--- config.mk ---
export PLATFORM = sky130hd
export DESIGN_NAME = eci_pkt_framer
export DESIGN_NICKNAME = d
export VERILOG_FILES = /design/src/rtl/eci_pkt_framer.sv
export SDC_FILE = /design/constraint.sdc
export NUM_CORES = 1
export LEC_CHECK = 0
export BUFFER_PORTS_ARGS = -buffer_cell sky130_fd_sc_hd__clkbuf_2
export CAP_MARGIN = 30
export CELL_PAD_IN_SITES_DETAIL_PLACEMENT = 1
export CELL_PAD_IN_SITES_GLOBAL_PLACEMENT = 1
export CORE_MARGIN = 4
export CORE_UTILIZATION = 34
export CTS_CLUSTER_DIAMETER = 30
export DETAILED_ROUTE_END_ITERATION = 10
export PLACE_DENSITY_LB_ADDON = 0.25
export SETUP_SLACK_MARGIN = 0.02
export SYNTH_ARGS = -nofsm -noshare
export SYNTH_HDL_FRONTEND = slang
export SYNTH_SLANG_ARGS = --single-unit
--- constraint.sdc ---
create_clock -name aclk -period 2.4 [get_ports aclk]
set_clock_uncertainty 0.15 [all_clocks]
set_input_delay 0 -clock aclk [delete_from_list [all_inputs] [get_ports aclk]]
set_output_delay 0 -clock aclk [all_outputs]
set_load 0.02 [all_outputs]
--- src/rtl/eci_pkt_framer.sv ---
// ECI word-stream framer: derives packet length from the header dmask, tags each
// word with first/last/idx/len, flags disagreement with upstream last, counts packets.
//
//   state | meaning
//   HDR   | next accepted word is a command header; length decoded from its dmask
//   PAY   | inside a packet; 'remaining' payload words still expected
module eci_pkt_framer #(
    parameter int WORD_WIDTH    = 64,
    parameter int DMASK_LSB     = 0,
    parameter int DMASK_WIDTH   = 4,
    parameter int WORDS_PER_SCL = 4,
    parameter int LEN_WIDTH     = 5,
    parameter int CNT_WIDTH     = 32
) (
    input  logic                  aclk,
    input  logic                  aresetn,
    input  logic                  s_valid,
    output logic                  s_ready,
    input  logic [WORD_WIDTH-1:0] s_data,
    input  logic                  s_last,
    output logic                  m_valid,
    input  logic                  m_ready,
    output logic [WORD_WIDTH-1:0] m_data,
    output logic                  m_first,
    output logic                  m_last,
    output logic [LEN_WIDTH-1:0]  m_idx,
    output logic [LEN_WIDTH-1:0]  m_len,
    output logic                  err_len,
    output logic [CNT_WIDTH-1:0]  pkt_cnt,
    output logic [CNT_WIDTH-1:0]  err_cnt
);

    localparam int PW = $clog2(DMASK_WIDTH + 1);

    localparam logic ST_HDR = 1'b0;
    localparam logic ST_PAY = 1'b1;

    logic                   state;
    logic [LEN_WIDTH-1:0]   remaining;

    logic                   accept;
    logic                   out_done;
    logic [DMASK_WIDTH-1:0] dmask;
    logic [PW-1:0]          pop;
    logic [LEN_WIDTH-1:0]   hdr_len;

    logic                   comp_last;
    logic                   mismatch;
    logic                   word_last;
    logic                   next_state;
    logic [LEN_WIDTH-1:0]   next_idx;
    logic [LEN_WIDTH-1:0]   next_len;
    logic [LEN_WIDTH-1:0]   next_rem;

    assign s_ready  = !m_valid || m_ready;
    assign accept   = s_valid && s_ready;
    assign out_done = m_valid && m_ready && m_last;
    assign dmask    = s_data[DMASK_LSB +: DMASK_WIDTH];

    always_comb begin
        pop = '0;
        for (int i = 0; i < DMASK_WIDTH; i++) begin
            pop = pop + PW'(dmask[i]);
        end
    end

    assign hdr_len = LEN_WIDTH'(1) + LEN_WIDTH'(WORDS_PER_SCL) * LEN_WIDTH'(pop);

    always_comb begin
        next_idx  = '0;
        next_len  = hdr_len;
        next_rem  = remaining;
        comp_last = 1'b0;
        if (state == ST_HDR) begin
            next_idx  = '0;
            next_len  = hdr_len;
            next_rem  = hdr_len - LEN_WIDTH'(1);
            comp_last = (hdr_len == LEN_WIDTH'(1));
        end else begin
            next_idx  = m_idx + LEN_WIDTH'(1);
            next_len  = m_len;
            next_rem  = remaining - LEN_WIDTH'(1);
            comp_last = (remaining == LEN_WIDTH'(1));
        end
        mismatch  = (s_last != comp_last);
        // An early upstream last truncates the packet so framing resyncs to upstream.
        word_last = comp_last || s_last;
        next_state = word_last ? ST_HDR : ST_PAY;
        if (word_last) begin
            next_rem = '0;
        end
    end

    always_ff @(posedge aclk or negedge aresetn) begin
        if (!aresetn) begin
            state     <= ST_HDR;
            remaining <= '0;
            m_valid   <= 1'b0;
            m_data    <= '0;
            m_first   <= 1'b0;
            m_last    <= 1'b0;
            m_idx     <= '0;
            m_len     <= '0;
            err_len   <= 1'b0;
            pkt_cnt   <= '0;
            err_cnt   <= '0;
        end else begin
            err_len <= accept && mismatch;
            if (accept) begin
                m_valid   <= 1'b1;
                m_data    <= s_data;
                m_first   <= (state == ST_HDR);
                m_last    <= word_last;
                m_idx     <= next_idx;
                m_len     <= next_len;
                state     <= next_state;
                remaining <= next_rem;
                if (mismatch) begin
                    err_cnt <= err_cnt + CNT_WIDTH'(1);
                end
            end else if (m_ready) begin
                m_valid <= 1'b0;
            end
            if (out_done) begin
                pkt_cnt <= pkt_cnt + CNT_WIDTH'(1);
            end
        end
    end

endmodule

# After elaboration in Yosys (flattened, before gate mapping)
# Cells that the tools add are included.
[classes]
reduce_logical = 10
bitwise = 1
addsub = 9
muxes = 7
n_eq_ne = 3
[op_table]
columns = ["op", "n"]
rows = [
  ["32-bit by 1-bit adder with 32-bit output (second input constant)", 2],
  ["5-bit two-way mux", 3],
  ["5-bit by 1-bit == test with 1-bit output (second input constant)", 2],
  ["5-bit by 1-bit subtractor with 5-bit output (second input constant)", 2],
  ["1-bit by 5-bit adder with 5-bit output (first input constant)", 1],
  ["5-bit by 1-bit adder with 5-bit output (second input constant)", 1],
  ["1-bit logical AND", 4],
  ["1-bit two-way mux", 4],
  ["2-bit AND reduction", 2],
  ["2-bit by 1-bit adder with 3-bit output", 1],
  ["3-bit by 1-bit adder with 3-bit output", 1],
  ["1-bit by 1-bit adder with 2-bit output", 1],
  ["1-bit logical OR", 2],
  ["2-bit nonzero test", 1],
  ["1-bit logical NOT", 1],
  ["1-bit inequality test", 1],
  ["1-bit NOT", 1],
]
[word_totals]
ff_bits = 148
in_bits = 69
word_cells = 41
out_inout_bits = 143

# Logic depth before layout (Yosys ltp)
[depth]
word_depth = 8
depth_mapped = 11
depth_no_buf = 10

# Worst setup path after synthesis
# Ideal clock, no wire load.
[synth_path]
path_type = "input to register"
from = "in s_data[0]"
to = "reg err_cnt[16]"
path_buffers = 1
arrival_time_ps = 2499
path_slack_ps = -329
cell_stages = 11
cell_sequence = "fa_1 > ha_1 > ha_1 > nor4_1 > a21oi_1 > ha_1 > and3_1 > nand3_2 > buf_6 > nor4_1 > xor2_1"
[synth_between]
elab_chain_len = 8
[synth_lines]
columns = ["item", "line", "text"]
rows = [
  ["start: declaration", "19", "input logic [WORD_WIDTH-1:0] s_data,"],
  ["1-bit by 1-bit adder with 2-bit output", "63", "pop = pop + PW'(dmask[i]);"],
  ["2-bit by 1-bit adder with 3-bit output", "63", ""],
  ["3-bit by 1-bit adder with 3-bit output", "63", ""],
  ["1-bit by 5-bit adder with 5-bit output", "67", "assign hdr_len = LEN_WIDTH'(1) + LEN_WIDTH'(WORDS_PER_SCL) * LEN_WIDTH'(pop);"],
  ["named net hdr_len[3]", "45", "logic [LEN_WIDTH-1:0] hdr_len;"],
  ["5-bit by 1-bit == test with 1-bit output", "78", "comp_last = (hdr_len == LEN_WIDTH'(1));"],
  ["1-bit two-way mux", "74", "if (state == ST_HDR) begin"],
  ["1-bit inequality test", "85", "mismatch = (s_last != comp_last);"],
  ["2-bit AND reduction (no line)", "n/a", ""],
  ["end signal: assignment", "119", "err_cnt <= err_cnt + CNT_WIDTH'(1);"],
  ["end: declaration", "30", "output logic [CNT_WIDTH-1:0] err_cnt"],
]
# The timed path passes the listed nets, and every way through them passes these cells.
# A chain may end at the register's enable or synchronous reset.

# Worst setup path in the final report
[layout_path]
from = "in s_data[0]"
to = "reg err_cnt[29]"
# Same word-level chain as after synthesis.

==> results.md <==
- Status: finished, final reports clean
- Clock buffer depth: 2
- Critical path, cell by cell: buf_8, fa_1, ha_2, ha_4, nor4_4, a21oi_2, ha_4, buf_6, nand4_4, buf_6, nor4_4, xor2_1
- Slowest cell delay on critical path: 0.49 ns
- CP max-delay cell: fa_1
- GRT Total Usage: 19.3%
- Via density: 4.85
- First-pass GRT wire length: between 30,000 and 40,000 um
- Synth area leaders: dfrtp_1 57%, nand2_1 13%, xor2_1 4.5%
- Core Box Area: between 15,000 and 20,000 sq um
- # clock sinks: between 100 and 150
- Mapped Nets: 710
- Post-synthesis instance total: approximately 630
- Worst-path clk slew: roughly 0.060 ns
- N_diodes: 0
- DRT antenna net count: 0
- CP Launch Type: input pin
- Count of final max-slew check failures: 0
- Placed Cells: roughly 1,100
- Top_reg_cell synth: dfrtp_1
- Static leakage: 5.10 nW
- Pin count of the biggest net entering global routing: 76
- Die height: 145 um
- Non-Filler Instances: around 1,200
- Final worst path period share: 97.8%
- Post-route DRC: 0
- Post-Syn Area: 6420 sq um
- Worst-Margin Slew: about 0.61 ns
- Pre-CTS setup slack: -0.538 ns
- TNS Setup: 0 ns
- Yosys reg bits: approximately 150
- GPL Wtd Cong: 0.777
- RSZ-0062 raised after global routing: true
- Count leader, synth: nand2_1
- Top cells by count, synth: 225 x nand2_1, 147 x dfrtp_1, 33 x xor2_1
- Worst Path Max Fanout: 8
- Inserted Clock Buffers: 17
- Worst EP required: 2.58 ns
- Gr ovfl total: 0
- Via count: approximately 5,700
- I/O pins: between 200 and 250
- Routed WL per cell: roughly 17 um
- Setup-failing EPs final: 0
- Final WS setup: 0.0538 ns
- Max VDD drop: 0.000495 V
- Vias in the first global route: between 6,000 and 7,000
- Slew HR: 58.8%
- Post-route core utilization: around 51%
- Post-synthesis sequential area ratio: about 57%
- Filler cell count: 2,083
- Hold Crit Class: input pin to register
- Post-synth EDFFs: 0
- Initial drt markers: 198
- Worst setup path class: input pin to register
- Share of cells above drive strength 1: 33.6%
- Skew-Pair Late Insertion Delay: about 0.42 ns
- Synth top area share: about 57%
- Synth warnings: 0
- WL final: 20,200 um
- Root Buffer: clkbuf_16
- Pre-antenna DRT Iters: 6
- Starting density of the core: approximately a third
- Fin crit period: approximately 2.3 ns
- Worst setup EP type: register
- Row cnt: 50
- PwrDens: between 700 and 800 nW/um^2
- # port buffers: 210
- Post-synth top area cell: dfrtp_1
- CTS H-tree lvls: 4
- Fmax: about 430 MHz
- Area Overhead vs Synth: 47.1%
- R2r setup slk: 0.08 ns
- CTS tree: done
- MaxCap Viol Count: 0
- Nets: around 1,000
- Post-synthesis cell type count: 48
- Die area: about 21,000 sq um
- HPWL after DPL: ~14,000 um
- Die width: roughly 150 um
- Arr. time, crit path: around 2.5 ns
- Hold Fails Final Rpt: 0
- Initial antenna violation count: 0
- Async S/R FF share, synth: between 90% and 100%
- Mean post-synth cell area: 10.2 sq um
-- path summary, 6_finish.rpt --
| check | cells after the start | from | end |
|---|---|---|---|
| max | 12 | s_data[0] | err_cnt[29] |
| min | 5 | s_data[2] | m_len[3] |
| max reg2reg | 8 | remaining[3] | err_cnt[29] |
| min reg2reg | 1 | err_cnt[31] | err_cnt[31] |
| max in group asynchronous | 4 | aresetn | m_data[14] |
| min in group asynchronous | 3 | aresetn | err_cnt[19] |
-- registers in the layout (all words and copies together) (netlist names) --
name / cells
m_len: 4
remaining: 5
state: 1
m_first: 1
err_cnt: 32
m_data: 64
pkt_cnt: 32
m_valid: 1
m_idx: 5
m_last: 1
err_len: 1
-- stage by stage --
stage               area (sq um)  total power [mW]  hold WS (ns)
floorplan                   6630              3.80        -0.446
global placement            8030              4.37        -0.162
detailed placement          8030              4.44        -0.147
CTS                         9350              7.20         0.105
global route                9450              7.55         0.161
finish                      9450              7.16         0.149
-- placed cells by master, fill, tap and decap left out, types with 6 or more instances in the layout --
| cell type | synthesis | final |
|---|---|---|
| nand4_1 | 18 | 18 |
| buf_4 | 2 | 21 |
| dfrtp_1 | 147 | 146 |
| buf_6 | 3 | 6 |
| inv_1 | 8 | 8 |
| nand2_1 | 225 | 224 |
| nor4_4 | 1 | 12 |
| and3_1 | 11 | 10 |
| dlygate4sd3_1 | 0 | 70 |
| xnor2_1 | 29 | 29 |
| ha_1 | 9 | 6 |
| o21ai_0 | 9 | 9 |
| nor3_1 | 14 | 9 |
| mux2_2 | 7 | 6 |
| clkbuf_16 | 0 | 17 |
| nor2_1 | 8 | 8 |
| xor2_1 | 33 | 33 |
| clkbuf_2 | 0 | 208 |
| nand3_1 | 24 | 24 |
-- cells by family after synthesis --
| group | count (synthesis) | synth area share, % |
|---|---|---|
| other | 1 | 0.0584 |
| and+or+nand+nor | 349 | 26.2 |
| DFF | 147 | 57.3 |
| buffers and inverters | 36 | 2.92 |
| AOI/OAI and AO/OA | 19 | 1.81 |
| muxes | 7 | 1.23 |
| xor gates and xnor gates | 62 | 8.46 |
| adders and majority gates | 10 | 2.07 |
-- power by group --
| part | switching, mW | leakage (nW) | internal [mW] |
|---|---|---|---|
| clock network | 1.05 | 0.269 | 1.53 |
| registers | 0.264 | 1.90 | 2.76 |
| logic | 0.925 | 2.94 | 0.629 |
| total | 2.24 | 5.10 | 4.92 |
-- critical path: cells and delay by family --
family	cells	cell delay, ns
adders and majority gates	4	1.17
xor gates and xnor gates	1	0.17
AOI/OAI and AO/OA	1	0.08
and+or+nand+nor	3	0.70
buffers and inverters	3	0.41
-- final cells by class --
class                      count  area [sq um]  area share [%]
sequential                   147          3680            38.9
tap                          234           293            3.10
clock inverter                13           136            1.44
timing repair buffer         309          2040            21.6
clock buffer                  19           433            4.58
multi-input combinational    448          2840            30.0
inverter                       8          30.0           0.318
-- timing repair --
item	CTS	global route
gates cloned	0	0
buffers inserted	0	4
setup endpoints to repair	26	26
pin swaps	2	6
hold buffers	70	0
gates resized for setup	7	15
hold endpoints to repair	221	0
-- per-layer routing --
metal  part of all wire (%)  track usage, %  vias to the layer above
met1                     41            22.3                     2821
li1                       -               -                     2691
met5                      0               0                        -
met4                    2.2            6.74                        0
met2                     51            34.4                      167
met3                    6.1            5.70                       36
Power figures use the tool's default switching activity.
